<file path="src/rtl/fetch_stage.sv">
// -----------------------------------------------------------------------------
// fetch_stage
//   Instruction fetch stage of the pipelined RV32I core. Owns the fetch PC,
//   issues word reads to the instruction cache, buffers returned instructions
//   in a QDEPTH-entry queue and presents the head entry {pc, instr} to decode.
//   Control-flow redirects flush the queue and restart fetch at the target.
//
//   Optional feature macro: FETCH_MISALIGN_TRAP_EN
//     defined   : a redirect to a non-word-aligned target sets the sticky
//                 if_misalign flag, flushes the queue and halts fetch until rst.
//     undefined : if_misalign is tied 0 and target bits [1:0] are cleared.
//
// Ports
//   clk, rst        clock, synchronous active-high reset
//   imem_address    fetch address (word aligned), held stable while imem_read
//   imem_read       read request, held until imem_resp
//   imem_rdata      instruction word, valid with imem_resp
//   imem_resp       one-cycle completion pulse for the outstanding read
//   redirect        taken branch/jal/jalr: flush and refetch at redirect_pc
//   redirect_pc     redirect target
//   stall           decode not ready; head entry is held
//   if_valid        head entry valid
//   if_pc, if_instr head entry (hold last shown values while empty)
//   if_misalign     sticky misaligned-target flag (optional feature)
// -----------------------------------------------------------------------------
module fetch_stage #(
  parameter logic [31:0] RESET_PC = 32'h00000060,
  parameter int unsigned QDEPTH   = 2
) (
  input  logic        clk,
  input  logic        rst,
  output logic [31:0] imem_address,
  output logic        imem_read,
  input  logic [31:0] imem_rdata,
  input  logic        imem_resp,
  input  logic        redirect,
  input  logic [31:0] redirect_pc,
  input  logic        stall,
  output logic        if_valid,
  output logic [31:0] if_pc,
  output logic [31:0] if_instr,
  output logic        if_misalign
);

  localparam int unsigned PW = (QDEPTH > 1) ? $clog2(QDEPTH) : 1;
  localparam int unsigned CW = $clog2(QDEPTH + 1);
  localparam logic [CW-1:0] QFULL = CW'(QDEPTH);

  typedef enum logic [1:0] {IDLE, REQ, DROP, HALT} state_t;

  state_t        state_q, state_d;
  logic [31:0]   fetch_pc_q, fetch_pc_d;
  logic [31:0]   drop_addr_q, drop_addr_d;
  logic [PW-1:0] rd_ptr_q, rd_ptr_d;
  logic [PW-1:0] wr_ptr_q, wr_ptr_d;
  logic [CW-1:0] count_q, count_d;
  logic [31:0]   q_pc    [QDEPTH];
  logic [31:0]   q_instr [QDEPTH];
  logic [31:0]   last_pc_q, last_instr_q;
  logic          push, pop;
  logic          misalign_hit;
  logic [31:0]   target_pc;

`ifdef FETCH_MISALIGN_TRAP_EN
  assign misalign_hit = (redirect_pc[1:0] != 2'b00);
  assign target_pc    = redirect_pc;
`else
  logic unused_pc_lsbs;
  assign unused_pc_lsbs = ^redirect_pc[1:0];
  assign misalign_hit   = 1'b0;
  assign target_pc      = {redirect_pc[31:2], 2'b00};
`endif

  // Head of queue, driven straight from storage; while empty the last shown
  // entry is replayed so decode sees stable values.
  assign if_valid = (count_q != '0);
  assign if_pc    = if_valid ? q_pc[rd_ptr_q]    : last_pc_q;
  assign if_instr = if_valid ? q_instr[rd_ptr_q] : last_instr_q;
  assign pop      = if_valid && !stall;

  always_comb begin
    state_d      = state_q;
    fetch_pc_d   = fetch_pc_q;
    drop_addr_d  = drop_addr_q;
    rd_ptr_d     = rd_ptr_q;
    wr_ptr_d     = wr_ptr_q;
    count_d      = count_q;
    push         = 1'b0;
    imem_read    = 1'b0;
    imem_address = fetch_pc_q;

    case (state_q)
      REQ:  imem_read = 1'b1;
      DROP: begin
        imem_read    = 1'b1;
        imem_address = drop_addr_q;
      end
      default: ;
    endcase

    if (redirect && state_q != HALT) begin
      rd_ptr_d = '0;
      wr_ptr_d = '0;
      count_d  = '0;
      if (misalign_hit) begin
        state_d = HALT;
      end else begin
        fetch_pc_d = target_pc;
        case (state_q)
          IDLE: state_d = REQ;
          REQ: begin
            if (imem_resp) begin
              state_d = REQ;
            end else begin
              // Read must finish at its original address; fetch_pc already
              // holds the new target, so the old address is parked here.
              state_d     = DROP;
              drop_addr_d = fetch_pc_q;
            end
          end
          // A response arriving together with a new redirect retires the
          // dropped read, so fetch can restart rather than wait forever.
          DROP: state_d = imem_resp ? REQ : DROP;
          default: ;
        endcase
      end
    end else begin
      push     = (state_q == REQ) && imem_resp;
      count_d  = count_q + CW'(push) - CW'(pop);
      rd_ptr_d = pop  ? rd_ptr_q + PW'(1) : rd_ptr_q;
      wr_ptr_d = push ? wr_ptr_q + PW'(1) : wr_ptr_q;
      case (state_q)
        IDLE: if (count_q < QFULL) state_d = REQ;
        REQ: begin
          if (imem_resp) begin
            fetch_pc_d = fetch_pc_q + 32'd4;
            // Keep requesting only if a slot is still free for the next read.
            if (count_d >= QFULL) state_d = IDLE;
          end
        end
        DROP: if (imem_resp) state_d = REQ;
        default: ;
      endcase
    end
  end

  always_ff @(posedge clk) begin
    if (rst) begin
      state_q      <= IDLE;
      fetch_pc_q   <= RESET_PC;
      drop_addr_q  <= '0;
      rd_ptr_q     <= '0;
      wr_ptr_q     <= '0;
      count_q      <= '0;
      last_pc_q    <= '0;
      last_instr_q <= '0;
    end else begin
      state_q     <= state_d;
      fetch_pc_q  <= fetch_pc_d;
      drop_addr_q <= drop_addr_d;
      rd_ptr_q    <= rd_ptr_d;
      wr_ptr_q    <= wr_ptr_d;
      count_q     <= count_d;
      if (if_valid) begin
        last_pc_q    <= if_pc;
        last_instr_q <= if_instr;
      end
    end
  end

  always_ff @(posedge clk) begin
    if (!rst && push) begin
      q_pc[wr_ptr_q]    <= fetch_pc_q;
      q_instr[wr_ptr_q] <= imem_rdata;
    end
  end

`ifdef FETCH_MISALIGN_TRAP_EN
  logic misalign_q;
  always_ff @(posedge clk) begin
    if (rst) begin
      misalign_q <= 1'b0;
    end else if (state_d == HALT) begin
      misalign_q <= 1'b1;
    end
  end
  assign if_misalign = misalign_q;
`else
  assign if_misalign = 1'b0;
`endif

endmodule

</file>
<file path="config.mk">
export PLATFORM = sky130hd
export DESIGN_NAME = fetch_stage
export DESIGN_NICKNAME = d
export VERILOG_FILES = /design/src/rtl/fetch_stage.sv
export SDC_FILE = /design/constraint.sdc
export NUM_CORES = 1
export LEC_CHECK = 0
export ABC_AREA = 1
export CORE_MARGIN = 3
export CORE_UTILIZATION = 30
export DETAILED_ROUTE_END_ITERATION = 12
export SLEW_MARGIN = 10
export SYNTH_ARGS = -nofsm -noshare
export SYNTH_HDL_FRONTEND = slang
export SYNTH_SLANG_ARGS = --single-unit
</file>
<file path="constraint.sdc">
create_clock -name clk -period 8.5 [get_ports clk]
set_input_delay 1.7 -clock clk [delete_from_list [all_inputs] [get_ports clk]]
set_output_delay 1.7 -clock clk [all_outputs]
set_load 0.05 [all_outputs]
</file>
After elaboration in Yosys (flattened, before gate mapping)
Memories as Yosys holds them, arrays and structs flattened. A register that Yosys moved wholly into a read port is not among the register bits.
Index checks and enable logic that the tools add are counted.
{ "totals": {"regBits": 134, "ramBits": 128, "latchBits": 0, "n_memories": 2, "input_bits": 69, "out_inout_bits": 99, "rom_bits": 0} }
{ "mem_list": {"columns": ["name", "depth", "width", "rd", "rd_ports_with_merged_regs", "wr", "line", "source"], "rows": [
  ["q_instr", 2, 32, 1, 1, 1, "58", "logic [31:0] q_instr [QDEPTH];"],
  ["q_pc", 2, 32, 1, 1, 1, "57", "logic [31:0] q_pc [QDEPTH];"]
]} }
{ "classes": {"n_mux": 22, "n_div": 0, "add_sub_neg": 5, "eq_ne": 8, "magnitude_cmp": 2, "mul": 0, "shifts": 0, "n_reduce_logical": 17, "bitwise": 1} }
{ "ops": {"columns": ["cell", "n"], "rows": [
  ["$mux W32", 6],
  ["$add A32 B3 Y32 const B", 1],
  ["$mux W2", 6],
  ["$ne A3 B3 Y1 const B", 3],
  ["$mux W1", 8],
  ["$ne A3 B2 Y1 const B", 2],
  ["$pmux W2 S3", 1],
  ["$reduce_and A6 Y1", 1],
  ["$reduce_bool A2 Y1", 3],
  ["$logic_and A1 B1 Y1", 4],
  ["$pmux W2 S2", 1],
  ["$reduce_and A2 Y1", 2],
  ["$reduce_bool A4 Y1", 1],
  ["$reduce_or A2 Y1", 2],
  ["$reduce_and A3 Y1", 1],
  ["$add A1 B1 Y1 const B", 2],
  ["$add A2 B1 Y2", 1],
  ["$eq A2 B1 Y1 const B", 1],
  ["$eq A2 B2 Y1 const B", 1],
  ["$ge A2 B2 Y1 const B", 1],
  ["$logic_not A1 Y1", 2],
  ["$logic_not A2 Y1", 1],
  ["$lt A2 B2 Y1 const B", 1],
  ["$ne A2 B2 Y1 const B", 1],
  ["other kinds (2)", 2]
]} }

Logic depth before layout (Yosys ltp)
{ "depth": {"word_depth": 9, "depth_mapped": 15} }

Worst setup path after synthesis
No wires, ideal clock.
{ "synth_path": {"kind": "input-to-reg", "from": "input rst", "to": "memory q_instr[1][0] (enable)", "n_path_buf": 1, "path_slack_ns": 1.450, "stages": 4, "t_arrival_ns": 6.492, "required_time_ns": 7.942, "path_cell_list": "inv_1 -> clkbuf_1 -> nand2_1 -> nor3_1"} }
{ "synth_between": {"elab_chain_cells": 4} }
{ "synth_lines": {"columns": ["item", "line", "source"], "rows": [
  ["start, declared", "31", "input logic rst,"],
  ["$logic_not A1 Y1", "172", "if (!rst && push) begin"],
  ["$logic_and A1 B1 Y1", "172", null],
  ["$mux W1", "172", null],
  ["$mux W1 (implied by the code)", "174", "q_instr[wr_ptr_q] <= imem_rdata;"],
  ["end, declared", "58", null]
]} }
No other way between the ends.

Worst setup path after layout
{ "layout_path": {"from": "register count_q[1]", "to": "output if_pc[17]"} }
{ "layout_between": {"elab_chain_cells": 2} }
{ "layout_lines": {"columns": ["item", "line", "source"], "rows": [
  ["start, declared", "56", "logic [CW-1:0] count_q, count_d;"],
  ["start signal, assigned", "163", "count_q <= count_d;"],
  ["$reduce_bool A2 Y1", "76", "assign if_valid = (count_q != '0);"],
  ["$mux W32", "77", "assign if_pc = if_valid ? q_pc[rd_ptr_q] : last_pc_q;"],
  ["end, declared", "40", "output logic [31:0] if_pc,"]
]} }
No other way between the ends.

==> out/metrics.cfg <==
[power]
p_sw_frac=0.309
p_comb_frac=0.226
leakagePower_nw=5.07
p_sw_mw=1.07
clkPwrFrac=0.367
vdd_drop_max_uv=200
power_density_nw_per_um2=257
sequentialPowerShare=0.407
p_int_mw=2.39

[synthesis]
yosys-top-cells-count=nand2_1, a21oi_1, dfxtp_1, edfxtp_1, nor2_1
synth.top_cells.by_area=edfxtp_1, dfxtp_1, a21oi_1
avgSynthCellArea_um2=9.15
synth-edff-count=124
ys_types=35
synth-seq-cells=255
synthCells=1143
postSynth.asyncResetShare=0
synth_top_area_frac=0.356
ys.flop_type=dfxtp_1
yosys.area.top_type=edfxtp_1
yosys.cell_count.top_type=nand2_1
syn_area_um2=10500
ys_warn_count=0
ys_seq_area_frac=0.607

[critical_path]
worstPathMaxFanout=37
reg2reg_slack_ns=5.81
worstPathCellList=nor2_4, inv_2, buf_4, nor2_1, a21oi_1, clkdlybuf4s50_1
critPathSlowestCell=clkdlybuf4s50_1
critPathLaunch=count_q[1]
required_ns=6.80
critPathLaunchType=flop
cp.arrival_ns=3.29
critical_path_class=reg -> out
end_kind=output port
slowest_delay_ns=0.87
worstReg2RegStart=state_q[1]

[placement]
pre_cts_slack_ns=4.04
place_inst=1706
placement.io_buffers=162
place_area_um2=12500
post-dp-hpwl_um=18400
gp_congestion=0.929

[die]
core_area_um2=34000
fp.dieW_um=193
initial_core_util=0.308
num_rows=67
dieArea_um2=37100
pin_count=168
die_h_um=193

[global_routing]
grt_util_all_layers=0.155
grt_antenna_before_repair=0
grt_pass1_vias=8152
grt_max_degree=105
grt_pass1_wl_um=45000
grt-ovfl-total=0

[sta]
hold_viol=0
rsz0062_at_grt=false
max_freq_mhz=200
max_slew_margin=0.287
layout_min_cycle_time_ns=4.99
setup_tns_ns=0
period_share=0.587
tightestPinTransition_ns=1.07
setup_viol=0
drv_slew=0
fin_skew_ns=0.0130
setup_slack_ns=3.51

[routing]
drcViolationCount=0
wl_per_cell_um=16.8
dr.pass1.iters=5
drt_iter0_drc=409
drt_wl_total_um=29500
ant_nets=0
dr_total_vias=8329
vias_per_cell=4.74

[clock_tree]
postCtsSetupRepairBufs=0
cts_htree_levels=1
clockBufferDepth=3
cts_tree=done
cts_hold_buf=0
cts_buffers=29
root_buffer=clkbuf_16
clk_latency_ns=0.54
clk_pin_slew_ns=0.06
cts.sinks=255
cts_resized=0

[layout]
drive_above_1_share=0.0587
antennaDiodeCount=0
fin_area_um2=13500
fin_util=0.396
final_cells=1759
finalNetCount=1364
area_growth_pct=28.7

[job]
drv_cap=0

[run_status]
status=finished clean

[hold_path]
hp-class=reg -> reg
hold_start=last_pc_q[0]

-- layout make-up --
type | count | area [um^2]
Fill cell | 3326 | 20500
Sequential cell | 255 | 6350
Multi-Input combinational cell | 761 | 3610
Timing Repair Buffer | 173 | 1700
Clock buffer | 43 | 848
Tap cell | 448 | 561
Inverter | 69 | 262
Clock inverter | 10 | 131
-- path summary, 6_finish.rpt --
kind / endpoint / cells past startpoint
min reg2reg: last_pc_q[0] / 2
min: last_pc_q[0] / 2
max reg2reg: q_pc[1][7] / 6
max: if_pc[17] / 6
-- power by group through the flow --
stage	combinational [mW]	clock, mW	sequential [mW]
global route	0.836	1.35	1.41
floorplan	0.523	0	1.42
global placement	0.778	0	1.43
finish	0.782	1.27	1.41
CTS	0.790	1.30	1.41
detailed placement	0.786	0	1.43
-- critical path, delay by kind of cell, from the launching register on --
family	cells	cell delay, ns
simple gates	2	0.15
buf+inv	3	1.87
flops	1	0.42
compound gates	1	0.27
-- layout by cell type, fill, tap and decap left out, types with 11 or more instances in the layout --
master,count
dfxtp_1,130
clkbuf_16,29
nor2_1,121
buf_4,11
inv_1,63
o21ai_1,31
edfxtp_1,124
a21oi_1,184
clkdlybuf4s50_1,162
nand2_1,234
and2_1,62
nand3_1,22
o21ai_0,59
-- routing by layer --
metal	track usage	routed length, um
met3	0.0258	1520
met2	0.257	13400
met4	0.0384	652
met1	0.211	13900
met5	0	0
-- flip-flops by register name, summed over array words and instances, names as in the netlist, 2 cells and up, named ones only --
name          cells
count_q           2
drop_addr_q      30
fetch_pc_q       30
last_instr_q     32
last_pc_q        32
q_instr          64
q_pc             60
state_q           2
-- stage by stage --
step | hold slack, ns | power (mW)
2_1_floorplan | 0.422 | 1.94
3_3_place_gp | 0.433 | 2.21
3_5_place_dp | 0.436 | 2.22
4_1_cts | 0.446 | 3.50
5_1_grt | 0.477 | 3.60
6_report | 0.447 | 3.46
-- cell families (layout without fill, tap and decap cells) --
family / count (synthesis) / after routing / share of synthesized area
xor gates and xnor gates: 10 / 10 / 0.00837
other: 1 / 3 / 0.000359
buffers and inverters: 129 / 295 / 0.0501
DFF: 255 / 255 / 0.607
and+or+nand+nor: 461 / 461 / 0.191
AOI/OAI and AO/OA: 281 / 281 / 0.136
adders and majority gates: 6 / 6 / 0.00718
Power figures use the tool's default switching activity.
